## src/rtl/otter_fetch_queue_if.sv

```systemverilog
// Fetch-queue bus: redirect input, memory port-1 read side, decode handshake.
// master = fetch queue, slave = core/memory environment.
interface otter_fetch_queue_if #(
   parameter int DEPTH  = 4,
   parameter int ADDR_W = 14
);
   localparam int CW = $clog2(DEPTH + 1);

   logic              REDIRECT;
   logic [31:0]       REDIRECT_PC;
   logic              MEM_RDEN;
   logic [ADDR_W-1:0] MEM_ADDR;
   logic [31:0]       MEM_DOUT;
   logic              DE_VALID;
   logic              DE_READY;
   logic [31:0]       DE_IR;
   logic [31:0]       DE_PC;
   logic [CW-1:0]     COUNT;

   modport master (
      input  REDIRECT, REDIRECT_PC, MEM_DOUT, DE_READY,
      output MEM_RDEN, MEM_ADDR, DE_VALID, DE_IR, DE_PC, COUNT
   );

   modport slave (
      output REDIRECT, REDIRECT_PC, MEM_DOUT, DE_READY,
      input  MEM_RDEN, MEM_ADDR, DE_VALID, DE_IR, DE_PC, COUNT
   );
endinterface

```

## src/rtl/otter_fetch_queue.sv

```systemverilog
// OTTER prefetch queue: DEPTH-entry {IR,PC} FIFO fed from sync memory port 1.
// Define FETCHQ_BYPASS_EN to forward a returning word straight to decode when empty.
module otter_fetch_queue #(
   parameter int          DEPTH     = 4,
   parameter logic [31:0] RESET_VEC = 32'h0000_0000,
   parameter int          ADDR_W    = 14
) (
   input logic                  CLK,
   input logic                  RESET,
   otter_fetch_queue_if.master  bus
);
   localparam int PW = $clog2(DEPTH);
   localparam int CW = $clog2(DEPTH + 1);
   localparam logic [CW:0] DEPTH_C = (CW + 1)'(DEPTH);

   logic [31:0]   r_fetch_pc;
   logic          r_inflight_v;
   logic [31:0]   r_inflight_pc;
   logic [31:0]   r_ir [DEPTH];
   logic [31:0]   r_pc [DEPTH];
   logic [PW-1:0] r_head;
   logic [PW-1:0] r_tail;
   logic [CW-1:0] r_count;

   logic [CW:0]   w_occ;
   logic          w_empty;
   logic          w_issue;
   logic          w_byp;
   logic          w_pop;
   logic          w_push;
   logic [31:0]   w_redir_pc;

   // Issue ignores a same-cycle pop, so the FIFO can never overflow.
   assign w_occ   = {1'b0, r_count} + {{CW{1'b0}}, r_inflight_v};
   assign w_empty = (r_count == '0);
   assign w_issue = ~RESET & ~bus.REDIRECT & (w_occ < DEPTH_C);

`ifdef FETCHQ_BYPASS_EN
   assign w_byp = w_empty & r_inflight_v & ~bus.REDIRECT;
`else
   assign w_byp = 1'b0;
`endif

   assign w_pop      = ~w_empty & bus.DE_READY;
   assign w_push     = r_inflight_v & ~bus.REDIRECT & ~(w_byp & bus.DE_READY);
   assign w_redir_pc = bus.REDIRECT_PC & ~32'h3;

   assign bus.MEM_RDEN = w_issue;
   assign bus.MEM_ADDR = r_fetch_pc[ADDR_W+1:2];
   assign bus.DE_VALID = ~w_empty | w_byp;
   assign bus.COUNT    = r_count;

   always_comb begin
      bus.DE_IR = '0;
      bus.DE_PC = '0;
      if (!w_empty) begin
         bus.DE_IR = r_ir[r_head];
         bus.DE_PC = r_pc[r_head];
      end else if (w_byp) begin
         bus.DE_IR = bus.MEM_DOUT;
         bus.DE_PC = r_inflight_pc;
      end
   end

   always_ff @(posedge CLK) begin
      if (RESET) begin
         r_fetch_pc    <= RESET_VEC;
         r_inflight_v  <= 1'b0;
         r_inflight_pc <= '0;
         r_head        <= '0;
         r_tail        <= '0;
         r_count       <= '0;
      end else if (bus.REDIRECT) begin
         r_fetch_pc   <= w_redir_pc;
         r_inflight_v <= 1'b0;
         r_head       <= '0;
         r_tail       <= '0;
         r_count      <= '0;
      end else begin
         r_inflight_v <= w_issue;
         if (w_issue) begin
            r_inflight_pc <= r_fetch_pc;
            r_fetch_pc    <= r_fetch_pc + 32'd4;
         end
         if (w_pop)
            r_head <= r_head + PW'(1);
         if (w_push)
            r_tail <= r_tail + PW'(1);
         unique case ({w_push, w_pop})
            2'b10:   r_count <= r_count + CW'(1);
            2'b01:   r_count <= r_count - CW'(1);
            default: r_count <= r_count;
         endcase
      end
   end

   // Storage needs no reset; emptiness is tracked by r_count alone.
   always_ff @(posedge CLK) begin
      if (!RESET && w_push) begin
         r_ir[r_tail] <= bus.MEM_DOUT;
         r_pc[r_tail] <= r_inflight_pc;
      end
   end
endmodule
```

## src/flat_wrapper.sv

```systemverilog
// flat-port wrapper written by rule: the top's interface ports become plain ports
module otter_fetch_queue_flat 
#(
   parameter int          DEPTH     = 4,
   parameter logic [31:0] RESET_VEC = 32'h0000_0000,
   parameter int          ADDR_W    = 14
)
  (CLK, RESET, bus_REDIRECT, bus_REDIRECT_PC, bus_MEM_DOUT, bus_DE_READY, bus_MEM_RDEN, bus_MEM_ADDR, bus_DE_VALID, bus_DE_IR, bus_DE_PC, bus_COUNT);
  otter_fetch_queue_if #(.DEPTH(DEPTH), .ADDR_W(ADDR_W)) bus_i ();
  input logic CLK;
  input logic RESET;
  input wire logic [$bits(bus_i.REDIRECT)-1:0] bus_REDIRECT;
  input wire logic [$bits(bus_i.REDIRECT_PC)-1:0] bus_REDIRECT_PC;
  input wire logic [$bits(bus_i.MEM_DOUT)-1:0] bus_MEM_DOUT;
  input wire logic [$bits(bus_i.DE_READY)-1:0] bus_DE_READY;
  output wire logic [$bits(bus_i.MEM_RDEN)-1:0] bus_MEM_RDEN;
  output wire logic [$bits(bus_i.MEM_ADDR)-1:0] bus_MEM_ADDR;
  output wire logic [$bits(bus_i.DE_VALID)-1:0] bus_DE_VALID;
  output wire logic [$bits(bus_i.DE_IR)-1:0] bus_DE_IR;
  output wire logic [$bits(bus_i.DE_PC)-1:0] bus_DE_PC;
  output wire logic [$bits(bus_i.COUNT)-1:0] bus_COUNT;
  assign bus_i.REDIRECT = bus_REDIRECT;
  assign bus_i.REDIRECT_PC = bus_REDIRECT_PC;
  assign bus_i.MEM_DOUT = bus_MEM_DOUT;
  assign bus_i.DE_READY = bus_DE_READY;
  assign bus_MEM_RDEN = bus_i.MEM_RDEN;
  assign bus_MEM_ADDR = bus_i.MEM_ADDR;
  assign bus_DE_VALID = bus_i.DE_VALID;
  assign bus_DE_IR = bus_i.DE_IR;
  assign bus_DE_PC = bus_i.DE_PC;
  assign bus_COUNT = bus_i.COUNT;
  otter_fetch_queue #(.DEPTH(DEPTH), .RESET_VEC(RESET_VEC), .ADDR_W(ADDR_W)) u_core (.CLK(CLK), .RESET(RESET), .bus(bus_i));
endmodule
```

## config.mk

```make
export PLATFORM = sky130hd
export DESIGN_NAME = otter_fetch_queue_flat
export DESIGN_NICKNAME = d
export VERILOG_FILES = /design/src/rtl/otter_fetch_queue_if.sv /design/src/rtl/otter_fetch_queue.sv /design/src/flat_wrapper.sv
export SDC_FILE = /design/constraint.sdc
export NUM_CORES = 1
export LEC_CHECK = 0
export BUFFER_PORTS_ARGS = -buffer_cell sky130_fd_sc_hd__buf_2
export CAP_MARGIN = 40
export CORE_MARGIN = 1.5
export CORE_UTILIZATION = 50
export CTS_CLUSTER_DIAMETER = 40
export CTS_CLUSTER_SIZE = 24
export DETAILED_ROUTE_END_ITERATION = 6
export PLACE_DENSITY = 0.74
export SYNTH_ARGS = -nofsm -noshare
export SYNTH_HDL_FRONTEND = slang
export SYNTH_SLANG_ARGS = --single-unit
```

## constraint.sdc

```tcl
create_clock -name CLK -period 3.3 [get_ports CLK]
set_input_delay 0.66 -clock CLK [delete_from_list [all_inputs] [get_ports CLK]]
set_output_delay 0.66 -clock CLK [all_outputs]
set_load 0.01 [all_outputs]
```

==> results.toml <==
[global_route]
grt_pass1_vias = 7546
track_usage_pct = 20.5
grt_pass1_wl_um = 41400
grt_max_degree = 64
overflow = 0
antenna_found_initial = 0

[worst_setup_path]
crit_type = "register to primary output"
r2r_slack_ns = 0.65
cp_top_family = "simple AND/OR/NAND/NOR gates"
critical_path.slowest_cell = "or3_2"
cp.arrival_ns = 2.36
crit_fanout = 34
critPathBufInv = 2
cpPeakStageDelay_ns = 0.83
endpoint_kind = "primary output"
worstPathCellList = "or3_2 -> buf_4 -> and2_1 -> buf_2"
worst_ep_required_time_ns = 2.64
start_kind = "register"

[clocking]
numClockSinks = 318
post_cts_buffers = 0
cts.path.max_buffers = 3
clk_latency_ns = 0.52
htreeDepth = 2
cts_tree = "yes"
clk_pin_slew_ns = 0.06
cts_resized = 0
numCtsBuffers = 36
cts.hold.buffers_added = 0
cts-root-buf = "clkbuf_16"

[timing]
drv_slew = 0
relSlewSlack_pct = 49.2
setup_viol = 0
clock.fmax_mhz = 331
rsz0062_at_grt = "no"
fin_crit_ns = 3.02
hold_violations = 0
skew_ns = 0.00637
period_share_pct = 91.6
tightest_slew_ns = 0.755
tns_ns = 0

[finish]
layout_common_cells = "248 x edfxtp_1, 146 x buf_2, 83 x nand2_1"
final_util_pct = 60.2
n_antenna_cell = 0
drive_gt1_share_pct = 31.8
nNetsFinal = 1050
syn_to_final_growth_pct = 17.9
final_common_cell = "edfxtp_1"

[power]
ir_drop_mv = 0.268
powerDensity_nw_per_um2 = 574
cellLeakagePower_uw = 0.00541

[die]
row_count = 58
core-area_sq_um = 25300
die_h_um = 164
die_area_sq_um = 26700
io_pins = 151
start_util_pct = 51.0
die_x_um = 164

[logic_synthesis]
async_flop_share_pct = 0
synthTopCellsByArea = "edfxtp_1 58%, dfxtp_1 11%, mux4_2 11%"
ys_ff_latch = 318
synth_edf_count = 248
synthCells = 832
ys_warn_count = 0
synth_top_area_share_pct = 57.8
ys.flop_type = "edfxtp_1"
syn-cell-area_sq_um = 12900
synth_top_area_cell = "edfxtp_1"
seq_area_frac_synth_pct = 68.7
ys_types = 59
avgSynthCellArea_sq_um = 15.5

[worst_hold_path]
min_path_type = "primary input to register"

[placed_design]
place_congestion = 0.828
io_buffers = 146
hpwl_um = 16700

[route]
wl_per_cell_um = 20.0
wirelength_um = 26700
first_pass_iters = 5
first_iter_violations = 708
ant_nets = 0
via_count = 7632
vias_per_cell = 5.73
drcViolationCount = 0

[job]
drv_cap = 0

[outcome]
status = "complete, no violations"
## cell type report
type | count | area (sq um)
Fill cell | 1911 | 10100
Sequential cell | 318 | 8860
Multi-Input combinational cell | 434 | 3650
Timing Repair Buffer | 173 | 1010
Clock buffer | 38 | 930
Tap cell | 330 | 413
Clock inverter | 28 | 290
Inverter | 12 | 45.0
## per-layer routing
layer	global-route usage, %	vias to the layer above	part of all wire (%)
met5	0	-	0
met3	3.50	40	6.4
met1	27.4	3813	42
met2	34.3	279	50
li1	-	3500	-
met4	6.57	0	1.9
## stage by stage
step	power (uW)	setup slack (ns)	area, sq um	std cells	hold WS [ns]
after floorplan	4670	0.137	12900	833	0.445
after global placement	4780	0.751	14000	1267	0.471
after detailed placement	4790	0.664	14000	1267	0.488
after CTS	8790	0.253	15200	1333	0.336
after global routing	8970	0.187	15200	1333	0.348
final	8720	0.279	15200	1333	0.353
## synth_stat cells (2+ instances only)
cell type,count
a211oi_1,6
a21oi_1,37
a311oi_1,10
a31o_2,2
a31oi_1,8
and2_1,67
and3_1,8
and4_1,7
and4_2,2
buf_1,7
buf_2,11
buf_4,16
clkbuf_1,31
clkbuf_8,2
dfxtp_1,70
edfxtp_1,248
ha_1,6
inv_1,11
mux2i_1,2
mux4_2,62
nand2_1,83
nand3_1,12
nand4_1,15
nand4b_1,2
nor2_1,25
nor3_1,6
nor4_1,4
o211ai_1,6
o21ai_0,5
o311ai_0,5
o31ai_1,4
or3_1,9
or4_1,9
xnor2_1,4
xor2_1,6
## sequential cells by signal, summed over array words and instances (netlist names), named ones only
name and count:
u_core.bus.COUNT 3, u_core.r_fetch_pc 30, u_core.r_head 2, u_core.r_inflight_pc 30, u_core.r_inflight_v 1, u_core.r_ir 128
u_core.r_pc 120, u_core.r_tail 2
## logic make-up (layout without fill, tap and decap cells)
logic type | after synthesis | after routing | share of synthesized area, %
AO/OA/AOI/OAI | 93 | 93 | 4.86
multiplexers | 65 | 65 | 11.1
XOR/XNOR | 10 | 10 | 0.680
buffers and inverters | 81 | 251 | 3.16
adder cells (fa/ha/maj) | 7 | 7 | 0.738
other | 1 | 2 | 0.0291
flip-flops | 318 | 318 | 68.7
AND/OR/NAND/NOR | 257 | 257 | 10.8
## power by group
part | internal (uW) | switching (uW) | total [uW]
logic | 119 | 167 | 286
clock network | 2400 | 1600 | 4010
registers | 4350 | 71.6 | 4430
## final timing paths
path | end | cells after the start | startpoint
worst min-delay path | u_core.r_ir[1][6] | 1 | bus_MEM_DOUT[6]
worst min register to register | u_core.r_inflight_pc[4] | 2 | u_core.r_inflight_pc[4]
worst max register to register | u_core.bus.COUNT[2] | 8 | u_core.bus.COUNT[0]
worst max-delay path | bus_DE_PC[18] | 4 | u_core.bus.COUNT[0]
No activity file was read; power rests on OpenSTA's default activity.
